$ cat src/rtl/instruction_encoder_pkg.sv
// Shared opcode bytes and one-hot token bit positions used by the
// instruction decoder and the instruction encoder.
package instruction_encoder_pkg;

  localparam int TOK_W = 9;

  typedef logic [TOK_W-1:0] token_t;

  // One-hot bit index of each token in the decoded word
  localparam int BIT_GT    = 0;
  localparam int BIT_LT    = 1;
  localparam int BIT_PLUS  = 2;
  localparam int BIT_MINUS = 3;
  localparam int BIT_DOT   = 4;
  localparam int BIT_COMMA = 5;
  localparam int BIT_LBRK  = 6;
  localparam int BIT_RBRK  = 7;
  localparam int BIT_OTHER = 8;

  // ASCII opcode bytes
  localparam logic [7:0] OP_GT    = 8'h3E;
  localparam logic [7:0] OP_LT    = 8'h3C;
  localparam logic [7:0] OP_PLUS  = 8'h2B;
  localparam logic [7:0] OP_MINUS = 8'h2D;
  localparam logic [7:0] OP_DOT   = 8'h2E;
  localparam logic [7:0] OP_COMMA = 8'h2C;
  localparam logic [7:0] OP_LBRK  = 8'h5B;
  localparam logic [7:0] OP_RBRK  = 8'h5D;

endpackage

$ cat src/rtl/instruction_encoder_fifo.sv
// EncoderFifo: circular byte buffer with push/pop and full/empty flags.
// Head entry is presented combinationally on dout.
module EncoderFifo #(
  parameter int WIDTH = 8,
  parameter int DEPTH = 4
) (
  input  logic             clk,
  input  logic             rst,
  input  logic             push,
  input  logic [WIDTH-1:0] din,
  input  logic             pop,
  output logic [WIDTH-1:0] dout,
  output logic             full,
  output logic             empty
);

  localparam int AW = $clog2(DEPTH);
  localparam logic [AW:0] DEPTH_OCC = (AW+1)'(DEPTH);

  logic [WIDTH-1:0] mem [DEPTH];
  logic [AW-1:0]    wr_ptr;
  logic [AW-1:0]    rd_ptr;
  logic [AW:0]      occ;
  logic             push_ok;
  logic             pop_ok;

  assign full    = (occ == DEPTH_OCC);
  assign empty   = (occ == '0);
  // Guard internally so a push into a full buffer or a pop from an empty one is a no-op
  assign push_ok = push && !full;
  assign pop_ok  = pop && !empty;
  assign dout    = mem[rd_ptr];

  // Storage write; contents are left unreset
  always_ff @(posedge clk) begin
    if (push_ok) mem[wr_ptr] <= din;
  end

  // Pointers and occupancy; pointers wrap naturally modulo DEPTH
  always_ff @(posedge clk or posedge rst) begin
    if (rst) begin
      wr_ptr <= '0;
      rd_ptr <= '0;
      occ    <= '0;
    end else begin
      if (push_ok) wr_ptr <= wr_ptr + AW'(1);
      if (pop_ok)  rd_ptr <= rd_ptr + AW'(1);
      case ({push_ok, pop_ok})
        2'b10:   occ <= occ + (AW+1)'(1);
        2'b01:   occ <= occ - (AW+1)'(1);
        default: occ <= occ;
      endcase
    end
  end

endmodule

$ cat src/rtl/instruction_encoder.sv
// instruction_encoder: turns one-hot decoded tokens back into ASCII opcode
// bytes, buffers them in a small FIFO, flags illegal tokens and counts
// delivered bytes.
module instruction_encoder
  import instruction_encoder_pkg::*;
#(
  parameter int         DEPTH     = 4,
  parameter logic [7:0] FILL_BYTE = 8'h20
) (
  input  logic         CLK,
  input  logic         RESET,
  input  logic         IN_VALID,
  output logic         IN_READY,
  input  logic [8:0]   IN_DECODED,
  output logic         OUT_VALID,
  input  logic         OUT_READY,
  output logic [7:0]   OUT_BYTE,
  output logic         ERROR,
  output logic [15:0]  COUNT,
  input  logic         CLEAR
);

  logic       full;
  logic       empty;
  logic       accept;
  logic       legal;
  logic       push;
  logic       pop;
  logic [7:0] enc_byte;

  function automatic logic [7:0] encode(input token_t tok);
    logic [7:0] b;
    b = FILL_BYTE;
    if      (tok[BIT_GT])    b = OP_GT;
    else if (tok[BIT_LT])    b = OP_LT;
    else if (tok[BIT_PLUS])  b = OP_PLUS;
    else if (tok[BIT_MINUS]) b = OP_MINUS;
    else if (tok[BIT_DOT])   b = OP_DOT;
    else if (tok[BIT_COMMA]) b = OP_COMMA;
    else if (tok[BIT_LBRK])  b = OP_LBRK;
    else if (tok[BIT_RBRK])  b = OP_RBRK;
    else if (tok[BIT_OTHER]) b = FILL_BYTE;
    return b;
  endfunction

  // Ready/valid come from registered occupancy only
  assign IN_READY  = !full;
  assign OUT_VALID = !empty;
  assign accept    = IN_VALID && IN_READY;
  assign legal     = $onehot(IN_DECODED);
  assign push      = accept && legal;
  assign pop       = OUT_VALID && OUT_READY;
  assign enc_byte  = encode(IN_DECODED);

  EncoderFifo #(
    .WIDTH (8),
    .DEPTH (DEPTH)
  ) u_fifo (
    .clk   (CLK),
    .rst   (RESET),
    .push  (push),
    .din   (enc_byte),
    .pop   (pop),
    .dout  (OUT_BYTE),
    .full  (full),
    .empty (empty)
  );

  // Sticky error: an accepted illegal token wins over a same-edge clear
  always_ff @(posedge CLK or posedge RESET) begin
    if (RESET)                 ERROR <= 1'b0;
    else if (accept && !legal) ERROR <= 1'b1;
    else if (CLEAR)            ERROR <= 1'b0;
  end

  // Delivered-byte counter: clear overrides a same-edge increment, wraps at 16 bits
  always_ff @(posedge CLK or posedge RESET) begin
    if (RESET)      COUNT <= '0;
    else if (CLEAR) COUNT <= '0;
    else if (pop)   COUNT <= COUNT + 16'd1;
  end

endmodule
$ cat config.mk
export PLATFORM = sky130hd
export DESIGN_NAME = instruction_encoder
export DESIGN_NICKNAME = d
export VERILOG_FILES = /design/src/rtl/instruction_encoder_pkg.sv /design/src/rtl/instruction_encoder_fifo.sv /design/src/rtl/instruction_encoder.sv
export SDC_FILE = /design/constraint.sdc
export NUM_CORES = 1
export LEC_CHECK = 0
export CAP_MARGIN = 20
export CORE_AREA = 2 2 74 76
export DETAILED_ROUTE_END_ITERATION = 8
export DIE_AREA = 0 0 76 78
export GPL_ROUTABILITY_DRIVEN = 0
export PLACE_DENSITY = 0.76
export SLEW_MARGIN = 30
export SYNTH_ARGS = -nofsm -noshare
export SYNTH_HDL_FRONTEND = slang
export SYNTH_SLANG_ARGS = --single-unit
$ cat constraint.sdc
create_clock -name CLK -period 4.8 [get_ports CLK]
set_input_delay 0.96 -clock CLK [delete_from_list [all_inputs] [get_ports CLK]]
set_output_delay 0.96 -clock CLK [all_outputs]
set_load 0.005 [all_outputs]
# Word-level counts from Yosys, hierarchy flattened
# Memories as Yosys holds them, arrays and structs flattened.
# Index checks and enable logic that the tools add are counted.
# totals
reg_bits	24
latch_bits	0
mem_bits_rw	28
mem_bits_ro	0
input_bits	14
out_inout_bits	27
word_cells	51
mem_count	1
# mem_list
name	depth	word_bits	rd	rd_ports_with_merged_regs	wr	line	rtl
u_fifo.mem	4	7	1	0	1	instruction_encoder_fifo.sv:20	logic [WIDTH-1:0] mem [DEPTH];
# classes
add_sub_neg	13
multipliers	0
div_mod_pow	0
order_cmp	0
n_eq_ne	4
shift	0
muxes	15
bitwise_logic	0
reduce_logical	13
# op_table
operator	n
$mux 7	8
$mux 16	2
$add 16x1->16 const B	1
$add 1x1->2	4
$add 2x2->3	2
$logic_and 1x1->1	6
$pmux 3 s2	1
$reduce_bool 2->1	3
$add 2x1->2 const B	2
$add 3x3->4	1
$add 4x1->4	1
$eq 4x1->1 const B	1
$mux 1	4
$add 3x1->3 const B	1
$eq 3x3->1 const B	1
$logic_not 1->1	3
$logic_not 3->1	1
$sub 3x1->3 const B	1
$eq 2x1->1 const B	1
$eq 2x2->1 const B	1

# Longest topological paths before layout
# Gate-level depths: netlist (run 1).
# depth
ltp_word	9
mapped_depth	19
mapped_depth_nobuf	18

# Modules after synthesis
# From an unflattened synthesis (run 1), not the netlist that was laid out.
# hier_totals
hier_cells	211
area_unflattened_um2	2755.1
# by_module_without_submodules
mod	n_inst	cells_each	area_per_inst_um2	seq_area_each_um2
EncoderFifo	1	80	1596.5	1136.1
instruction_encoder	1	131	1158.6	425.4

# Worst setup path before layout (run 1)
# OpenSTA, ideal clock, no wires.
# synth_timing
kind	input port to flip-flop
from	input port IN_DECODED[0]
to	register u_fifo.occ[2]
arrival_ns	4.866
required_ns	4.721
slack_ns	-0.146
path_stages	19
n_path_buf	1
path_cell_list	inv_1 > fa_1 > fa_1 > fa_1 > inv_1 > fa_1 > inv_1 > fa_1 > nand4b_1 > o21ai_0 > and3_1 > clkbuf_1 > inv_1 > ha_1 > inv_1 > fa_1 > xor2_1 > nor2_1 > xor2_1
# synth_between
elab_chain_len	9
word_cells_on_any_way	11
# synth_rtl
item	line	rtl
from (decl)	instruction_encoder.sv:14	input logic [8:0] IN_DECODED,
$add 1x1->2 (implied by the code) *	instruction_encoder.sv:50	assign legal = $onehot(IN_DECODED);
$add 2x2->3 (implied by the code) *	instruction_encoder.sv:50	
$add 3x3->4 (implied by the code) *	instruction_encoder.sv:50	
$add 4x1->4 (implied by the code) *	instruction_encoder.sv:50	
$eq 4x1->1 *	instruction_encoder.sv:50	
$logic_and 1x1->1 *	instruction_encoder.sv:51	assign push = accept && legal;
$logic_and 1x1->1 *	instruction_encoder_fifo.sv:30	assign push_ok = push && !full;
$eq 2x1->1 or $eq 2x2->1 (tied branches)	instruction_encoder_fifo.sv:48	case ({push_ok, pop_ok})
$pmux 3 s2 or $reduce_bool 2->1 (tied branches)	--	
to (signal assigned)	instruction_encoder_fifo.sv:49	2'b10: occ <= occ + (AW+1)'(1);
to (signal assigned)	instruction_encoder_fifo.sv:50	2'b01: occ <= occ - (AW+1)'(1);
to (decl)	instruction_encoder_fifo.sv:23	logic [AW:0] occ;
# Every way passes the cells marked *; elsewhere a longest branch is shown, timed or not.
# A chain may end at the register's enable or synchronous reset.

# Worst setup path in the final report (run 1)
# layout_timing
from	input port IN_DECODED[3]
to	register u_fifo.occ[2]
# The elaborated chain is that of the path after synthesis.

==> results of run 1 <==
critical path, stage by stage:
cell	delay [ns]
buf_2	0.10
inv_2	0.04
fa_1	0.56
fa_1	0.44
fa_1	0.49
inv_1	0.05
fa_2	0.34
inv_2	0.07
fa_1	0.41
nand4b_1	0.14
o21ai_2	0.07
and3_4	0.18
inv_2	0.07
ha_4	0.13
inv_2	0.04
fa_2	0.33
xor2_1	0.16
nor2_1	0.12
xor2_1	0.14
logic make-up (layout without fill, tap and decap cells):
group,after synthesis,after routing,synth area share (%)
compound gates,21,21,5.05
xor+xnor,14,14,4.72
fa+ha+maj,14,14,8.47
buf+inv,32,86,4.81
flops,52,52,55.4
mux,12,12,8.13
other cells,1,1,0.144
simple gates,60,60,13.2
how the worst max path moves through the flow:
stage | start | endpoint | slack, ns | cells after the start
after global placement | IN_DECODED[0] | u_fifo.occ[2] | -0.49 | 19
after CTS | IN_DECODED[3] | u_fifo.occ[2] | 0.003 | 19
after detailed placement | IN_DECODED[1] | u_fifo.occ[2] | -0.57 | 19
after global routing | IN_DECODED[3] | u_fifo.occ[2] | 0.02 | 19
final | IN_DECODED[3] | u_fifo.occ[2] | 0.20 | 19
after floorplan | IN_DECODED[1] | u_fifo.occ[2] | -0.04 | 19
flip-flops by register name, summed over array words and instances, names as in the netlist:
| register | cells |
|---|---|
| u_fifo.mem | 28 |
| COUNT | 16 |
| u_fifo.occ | 3 |
| u_fifo.rd_ptr | 2 |
| u_fifo.wr_ptr | 2 |
| ERROR | 1 |
report_power, final:
group	internal (mW)	switching [mW]	leakage [nW]
Clock	0.0997	0.136	0.0403
Sequential	0.522	0.0723	0.572
Combinational	0.253	0.159	0.715
placed cells by master (no fill, tap or decap), drive strengths merged, types with 6 or more instances in the layout:
cell type / instances
clkdlybuf4s50: 36
edfxtp: 28
dfrtp: 24
inv: 24
buf: 17
nor2: 16
o21ai: 10
xor2: 9
nand2: 8
ha: 8
mux4: 7
clkbuf: 7
fa: 6
cell type report:
| type | instances | area share [%] |
|---|---|---|
| sequential | 52 | 44.4 |
| clock inverter | 2 | 0.231 |
| inverter | 24 | 2.77 |
| clock buffer | 6 | 2.24 |
| multi-input combinational | 122 | 32.6 |
| timing repair buffer | 54 | 15.0 |
| tap | 70 | 2.70 |
metal layers:
metal	part of all wire (%)	GRT usage, %
met1	41	20.3
met2	54	32.6
met3	2.9	3.95
met4	1.3	6.18
met5	0	0
per-stage QoR:
stage | hold slack (ns) | worst slack [ns] | total power, mW
CTS | 0.555 | 0.00279 | 1.24
global route | 0.582 | 0.0225 | 1.32
finish | 0.548 | 0.203 | 1.24
detailed placement | 0.528 | -0.570 | 1.00
global placement | 0.525 | -0.487 | 0.983
floorplan | 0.513 | -0.0431 | 0.827
what timing repair did:
action | 4_1_cts | 5_1_grt
pin swaps | 11 | 10
buffers inserted | 1 | 1
hold endpoints to repair | 0 | 0
hold buffers | 0 | 0
setup endpoints to repair | 2 | 2
resized for setup | 10 | 9
==> results.ini, run 1 <==
[clock_tree]
root_buffer=clkbuf_8
clock_path_buffers=2
tritoncts=done
clkTransAtPathRegs_ns=0.09
h-tree-depth=2
cts.sinks=52
clk_latency_ns=0.31
cts_inserted_buffers=5

[finish]
areaGrowthSynthToFinish_pct=24.9
drive_gt1_share_pct=18.5
fin_util_pct=64.4
n_fill_cell=399
finalNonFillerCells=330
antenna_cells=0
multi_input_area_um2=1060
final_area_um2=3250
seq_area_um2=1440
nets=287

[worst_hold_path]
hold_path.class=reg2reg
hp-start=ERROR
min_path_cells=2
min_to=ERROR

[timing]
fin_tns_setup_ns=0
rsz0062_at_grt=false
fin_worst_skew_ns=0.00191
slew_violations=0
fin_crit_sh_pct=95.8
tightest_slew_ns=0.772
hold_viol_final=0
setup_viol=0
worst_slew_margin_rel_pct=48.4
fmax_mhz=218
period_needed_ns=4.60

[synthesis]
async_flop_share_pct=46.2
syn_inst=206
yosys.cell_count.top_type=edfxtp_1
synth-seq-area-share_pct=55.4
synth_commonest_cells=28 x edfxtp_1, 24 x dfrtp_1, 24 x inv_1, 16 x nor2_1, 10 x o21ai_0
yosysWarnings=0
synth.net_count=234
synth.ff_latch_count=52
synth.area.top_cells=edfxtp_1 32%, dfrtp_1 23%, mux4_2 6.1%
synth_area_leader_cell=edfxtp_1
ys.flop_type=edfxtp_1
synth-edff-count=28
syn_avg_cell_area_um2=12.6
syn_area_um2=2600
yosysUniqueCellTypes=40
synth_top_cell_area_share_pct=32.3

[global_routing]
grt_remaining_overflow=0
grtUsageTotal_pct=17.7
grt_pass1_wl_mm=8.22
grt_pass1_vias=1768
grt_max_degree=25
grt_antenna_before_repair=0

[floorplan]
coreArea_um2=5040
initial_core_util_pct=51.6
rows=26
num_io_pins=41
fp.dieW_um=76
fp.dieH_um=78
dieArea_um2=5930

[route]
wl_mm=4.77
via_count=1710
ant_nets=0
wl_per_cell_um=14.5
via_per_inst=5.18
drt_pass1_iterations=4
drtIter0Drc=109
drc=0

[critical_path]
worstPathMaxFanout=2
critPathCaptureType=flip-flop
worstPathRequired_ns=5.04
r2r_slack_ns=2.75
regToRegStartpoint=COUNT[3]
cp.arrival_ns=4.84
r2r_end=COUNT[15]
path_class=in2reg
critPathLaunchType=primary input
rr_worst_depth=4

[power_and_ir_drop]
total_leakage_power_nw=1.33
powerDensity_nw_per_um2=383
vdd_drop_max_uv=176

[place]
placed_cell_area_um2=3150
port_buffers=39
dp.cells=320
dp_hpwl_mm=3.54

[status]
status=complete, no violations

[run]
max-cap-violations=0

Power figures use the tool's default switching activity.
==> run 2, diff against run 1 <==
Settings changed: CORE_AREA 2 2 74 76 to 2 2 76 78, DIE_AREA 0 0 76 78 to 0 0 78 80, SYNTH_HIERARCHICAL from default to 1.
==> run 2 against run 1 <==
Wire length rose by 3.6%. Global-route usage fell by 0.54 points. Maximum frequency fell by 0.30%. Clock power rose by 27%. Critical path type unchanged.
==> results.ini, run 2 <==
[status]
status=complete, no violations

[clock_tree]
root_buffer=clkbuf_8
clock_path_buffers=2
h-tree-depth=2
clk_latency_ns=0.31
cts.sinks=56
clkTransAtPathRegs_ns=0.09
tritoncts=done
cts_inserted_buffers=5
ctsHoldBuffers=0

[timing]
fin_worst_skew_ns=0.00547
rsz0062_at_grt=false
fmax_mhz=217
period_needed_ns=4.61
tightest_slew_ns=0.745
setup_viol=0
fin_crit_sh_pct=96.1
fin_ws_ns=0.189
slew_violations=0
whs_ns=0.536
hold_viol_final=0
fin_tns_setup_ns=0
worst_slew_margin_rel_pct=50.2

[finish]
areaGrowthSynthToFinish_pct=24.8
top_register=u_fifo/mem
layout_commonest_cell=clkdlybuf4s50_1
biggestRegsByFlops=u_fifo/mem x32, COUNT x16, u_fifo/occ x3
antenna_cells=0
n_fill_cell=437
final_area_um2=3440
largest_reg_flops=32
drive_gt1_share_pct=19.0
layout_common_cells=37 x clkdlybuf4s50_1, 32 x edfxtp_1, 24 x dfrtp_1, 22 x inv_1, 16 x nor2_1
nets=295

[global_routing]
grtUsageTotal_pct=17.1
grt_antenna_before_repair=0
grt_pass1_wl_mm=8.31
grt_pass1_vias=1827
grt_max_degree=21
grt_remaining_overflow=0

[floorplan]
dieArea_um2=6240
coreArea_um2=5410
initial_core_util_pct=51.0
fp.dieW_um=78
num_io_pins=41
fp.dieH_um=80
rows=27

[critical_path]
worstPathMaxFanout=2
rr_worst_depth=11
crit_chain=buf_2 > inv_2 > fa_1 > fa_1 > fa_1 > fa_2 > fa_2 > nor2b_4 > a31oi_1 > nor3b_2 > and3_1 > nor2b_4 > inv_2 > ha_4 > inv_2 > fa_2 > xor2_1 > nor2_1 > xor2_1
slowest_stage=fa_1
r2r_end=u_fifo/occ[2]
worstPathRequired_ns=5.03
regToRegStartpoint=u_fifo/occ[0]
r2r_slack_ns=2.58
cp.arrival_ns=4.84
critPathLaunchType=primary input
critPathCaptureType=flip-flop
critical_path.max_stage_delay_ns=0.55
path_class=in2reg

[route]
ant_nets=0
via_per_inst=5.27
drc=0
drt_pass1_iterations=4
drtIter0Drc=96
wl_mm=4.94
wl_per_cell_um=14.5
via_count=1792

[worst_hold_path]
hold_path.class=reg2reg
hp-start=u_fifo/occ[2]
min_to=u_fifo/occ[2]
min_path_cells=1

[synthesis]
synth-edff-count=32
synth_area_leader_cell=edfxtp_1
ys.flop_type=edfxtp_1
synth-seq-area-share_pct=56.7
yosysWarnings=6
syn_inst=211
synth.ff_latch_count=56
syn_avg_cell_area_um2=13.1
synth_top_cell_area_share_pct=34.9
syn_area_um2=2760
yosysUniqueCellTypes=44
synth_commonest_cells=32 x edfxtp_1, 27 x inv_1, 24 x dfrtp_1, 16 x nor2_1
yosys.cell_count.top_type=edfxtp_1
async_flop_share_pct=42.9
synth.area.top_cells=edfxtp_1 35%, dfrtp_1 22%, mux4_2 6.5%

[power_and_ir_drop]
vdd_drop_max_uv=200
total_leakage_power_nw=1.34
powerDensity_nw_per_um2=404

[place]
dp_hpwl_mm=3.56
dp_slack_ns=-0.669
placed_cell_area_um2=3300
port_buffers=40

[run]
max-cap-violations=0

-- run 2: cell count changes after synthesis, moves of 3 or more --
cell | before | now
edfxtp_1 | 28 | 32
and2_1 | 5 | 0
inv_1 | 24 | 27
clkbuf_1 | 5 | 1
and2_2 | 0 | 4
nand3_1 | 5 | 2
nand2_1 | 8 | 5
-- run 2: cells by family after synthesis --
logic type / after synthesis / share of synthesized area, %
and+or+nand+nor: 58 / 12.4
DFF: 56 / 56.7
buffers and inverters: 32 / 4.59
AOI/OAI and AO/OA: 23 / 5.18
xor gates and xnor gates: 15 / 4.77
adders and majority gates: 14 / 7.99
muxes: 12 / 8.22
other: 1 / 0.136
-- run 2: metrics by stage --
step,cells,utilization [%],power [mW]
after global routing,340,63.6,1.48
after CTS,340,63.5,1.40
after global placement,330,61.1,1.07
final,340,63.6,1.39
after floorplan,214,-,0.902
after detailed placement,330,61.1,1.08
-- run 2: worst max-delay path: cells and delay by family --
kind / cells / cell delay [ns]
AO/OA/AOI/OAI: 1 / 0.16
XOR/XNOR: 2 / 0.29
adder cells (fa/ha/maj): 7 / 2.63
buffers and inverters: 4 / 0.25
AND/OR/NAND/NOR: 5 / 0.57
-- run 2: metal layers --
metal / GRT usage [%] / routed length [µm] / part of all wire (%) / vias to the layer above
met1: 22.9 / 2180 / 44 / 878
li1: - / - / - / 857
met4: 5.26 / 41 / 0.83 / 0
met3: 3.17 / 219 / 4.4 / 4
met5: 0 / 0 / 0 / -
met2: 28.7 / 2500 / 51 / 53
-- run 2: worst max path at each step --
stage | from | endpoint | slack [ns] | depth (start not counted)
floorplan | IN_DECODED[0] | u_fifo/occ[2] | -0.06 | 18
global placement | IN_DECODED[0] | u_fifo/occ[2] | -0.62 | 19
detailed placement | IN_DECODED[0] | u_fifo/occ[2] | -0.67 | 19
CTS | IN_DECODED[3] | u_fifo/occ[2] | 0.008 | 19
global route | IN_DECODED[1] | u_fifo/occ[2] | 0.05 | 19
finish | IN_DECODED[1] | u_fifo/occ[2] | 0.19 | 19
-- run 2: area by class of cell --
class / instances / area [µm²] / area share [%]
Clock inverter: 2 / 35.0 / 1.02
Clock buffer: 6 / 72.6 / 2.11
Tap cell: 72 / 90.1 / 2.62
Multi-Input combinational cell: 126 / 1110 / 32.3
Timing Repair Buffer: 51 / 468 / 13.6
Sequential cell: 56 / 1560 / 45.4
Inverter: 27 / 101 / 2.95
-- run 2: where the power goes --
group / leakage, nW / switching, mW / internal (mW)
combinational: 0.682 / 0.170 / 0.279
clock: 0.0552 / 0.144 / 0.155
sequential: 0.607 / 0.0796 / 0.561
-- run 2: timing repair --
action / CTS / global route
gates resized for setup: 20 / 3
pin swaps: 10 / 7
setup endpoints to repair: 34 / 34
hold endpoints to repair: 0 / 0
buffers inserted: 2 / 0
==> run 3, diff against run 2 <==
Settings changed: CORE_AREA 2 2 76 78 to 4 4 76 78, DIE_AREA 0 0 78 80 to 0 0 80 82, MAX_ROUTING_LAYER from default to met4, SYNTH_HIERARCHICAL 1 to default.
==> run 3 against run 2 <==
Sequential share of layout area decreased by 1.6 points. Utilization increased by 1.2 points. Maximum frequency decreased by 0.22%. Critical endpoint is now u_fifo.occ[2]. Cell area is 4.3% lower. Critical path depth did not move. Final cell count fell by 2.6%. Flip-flop and latch count down 4. Hold slack improved by 0.011 ns. Die area grew 5.1%. Critical path type unchanged.
==> results.ini, run 3 (synthesis gave the netlist of run 1 again) <==
[status]
status=complete, no violations

[timing]
fin_crit_sh_pct=96.3
rsz0062_at_grt=false
fin_worst_skew_ns=0.00659
worst_slew_margin_rel_pct=48.2
slew_violations=0
hold_viol_final=0
fmax_mhz=216
period_needed_ns=4.62
setup_viol=0
tightest_slew_ns=0.775
whs_ns=0.547

[floorplan]
rows=26
num_io_pins=41
dieArea_um2=6560
fp.dieH_um=82
coreArea_um2=5070
initial_core_util_pct=51.2
fp.dieW_um=80

[route]
drtIter0Drc=81
wl_mm=4.68
drt_pass1_iterations=4
via_per_inst=5.05
drc=0
ant_nets=0
via_count=1671
wl_per_cell_um=14.1

[finish]
nets=288
largest_reg_flops=28
seq_area_um2=1440
top_register=u_fifo.mem
multi_input_area_um2=1060
final_area_um2=3290
antenna_cells=0
biggestRegsByFlops=u_fifo.mem x28, COUNT x16, u_fifo.occ x3
fin_util_pct=64.8
n_fill_cell=404
drive_gt1_share_pct=20.3
areaGrowthSynthToFinish_pct=26.6
layout_common_cells=36 x clkdlybuf4s50_1, 28 x edfxtp_1, 24 x dfrtp_1
layout_commonest_cell=clkdlybuf4s50_1

[power_and_ir_drop]
powerDensity_nw_per_um2=385
switching_share_pct=29.0
switchingPower_mw=0.368
p_comb_share_pct=32.7
total_leakage_power_nw=1.34
pwr-share-seq_pct=46.8
p_int_mw=0.900
clock_power_share_pct=20.5
vdd_drop_max_uv=270

[run]
max-cap-violations=0

[critical_path]
worstPathMaxFanout=3
r2r_end=COUNT[15]
worstPathRequired_ns=5.03
path_class=in2reg
r2r_slack_ns=2.76
critPathLaunchType=primary input
regToRegStartpoint=COUNT[2]
rr_worst_depth=4
critPathCaptureType=flip-flop
cp.arrival_ns=4.85

[global_routing]
grt_pass1_vias=1754
grtUsageTotal_pct=16.5
grt_max_degree=25
grt_remaining_overflow=0
grt_antenna_before_repair=0
grt_pass1_wl_mm=8.14

[place]
dp_hpwl_mm=3.57
placed_cell_area_um2=3150
port_buffers=39

[clock_tree]
clock_path_buffers=2
clk_latency_ns=0.30
clkTransAtPathRegs_ns=0.09
cts.sinks=52
h-tree-depth=2
cts_inserted_buffers=5
root_buffer=clkbuf_8
tritoncts=done

[worst_hold_path]
min_to=ERROR
hold_path.class=reg2reg
hp-start=ERROR
min_path_cells=2

-- run 3: cell types whose count changed in the layout (fill, tap and decap cells not counted), moves of 3 or more --
cell,before,now
inv_1,22,16
and2_1,0,5
buf_4,11,16
and2_2,4,0
edfxtp_1,32,28
conb_1,4,1
nand2_1,5,8
nand3_1,2,5
-- run 3: repair_timing --
action	in CTS	in global routing
hold buffers	0	0
resized for setup	17	8
buffers inserted	2	2
setup endpoints to repair	13	1
endpoints found under the hold margin	0	0
pin swaps	12	11
-- run 3: power by group through the flow --
stage	logic [mW]	registers, mW	clock network, mW
floorplan	0.264	0.563	0
global placement	0.383	0.603	0
detailed placement	0.399	0.606	0
CTS	0.407	0.597	0.265
global route	0.458	0.608	0.286
finish	0.414	0.594	0.260
-- run 3: area by class of cell --
type,instances,area share [%]
Clock inverter,1,0.228
Sequential cell,52,43.8
Inverter,24,2.81
Clock buffer,7,2.74
Timing Repair Buffer,55,15.6
Tap cell,70,2.66
Multi-Input combinational cell,122,32.2
-- run 3: routing by layer --
metal / vias to the layer above / GRT usage [%] / share of wire (%)
met3: 12 / 2.85 / 2.8
met1: 807 / 20.4 / 43
met4: 0 / 6.59 / 2.4
li1: 825 / - / -
met5: - / - / 0
met2: 27 / 27.4 / 52
-- run 3: critical path: stages --
cell and delay (ns):
buf_8 0.08, inv_4 0.03, fa_1 0.56, fa_1 0.46, fa_1 0.51, inv_2 0.04, fa_2 0.34, inv_2 0.07
fa_1 0.41, nand4b_1 0.14, o21ai_2 0.08, and3_4 0.18, inv_2 0.06, ha_4 0.13, inv_2 0.04, fa_2 0.32
xor2_1 0.15, nor2_1 0.13, xor2_1 0.15
-- run 3: worst max-delay path by stage --
stage | startpoint | endpoint | slack [ns] | depth (start not counted)
2_1_floorplan | IN_DECODED[1] | u_fifo.occ[2] | -0.04 | 19
3_3_place_gp | IN_DECODED[0] | u_fifo.occ[2] | -0.49 | 19
3_5_place_dp | IN_DECODED[1] | u_fifo.occ[2] | -0.64 | 19
4_1_cts | IN_DECODED[1] | u_fifo.occ[2] | 0.04 | 19
5_1_grt | IN_DECODED[0] | u_fifo.occ[2] | 0.004 | 19
6_report | IN_DECODED[0] | u_fifo.occ[2] | 0.18 | 19
-- run 3: per-stage QoR --
stage                     instances  setup WS [ns]  setup TNS (ns)  power [mW]
after global placement          320         -0.494           -6.24       0.986
final                           331          0.179               0        1.27
after CTS                       330         0.0399               0        1.27
after global routing            331        0.00374               0        1.35
after detailed placement        320         -0.637          -10.52        1.01
after floorplan                 206        -0.0431         -0.0431       0.827
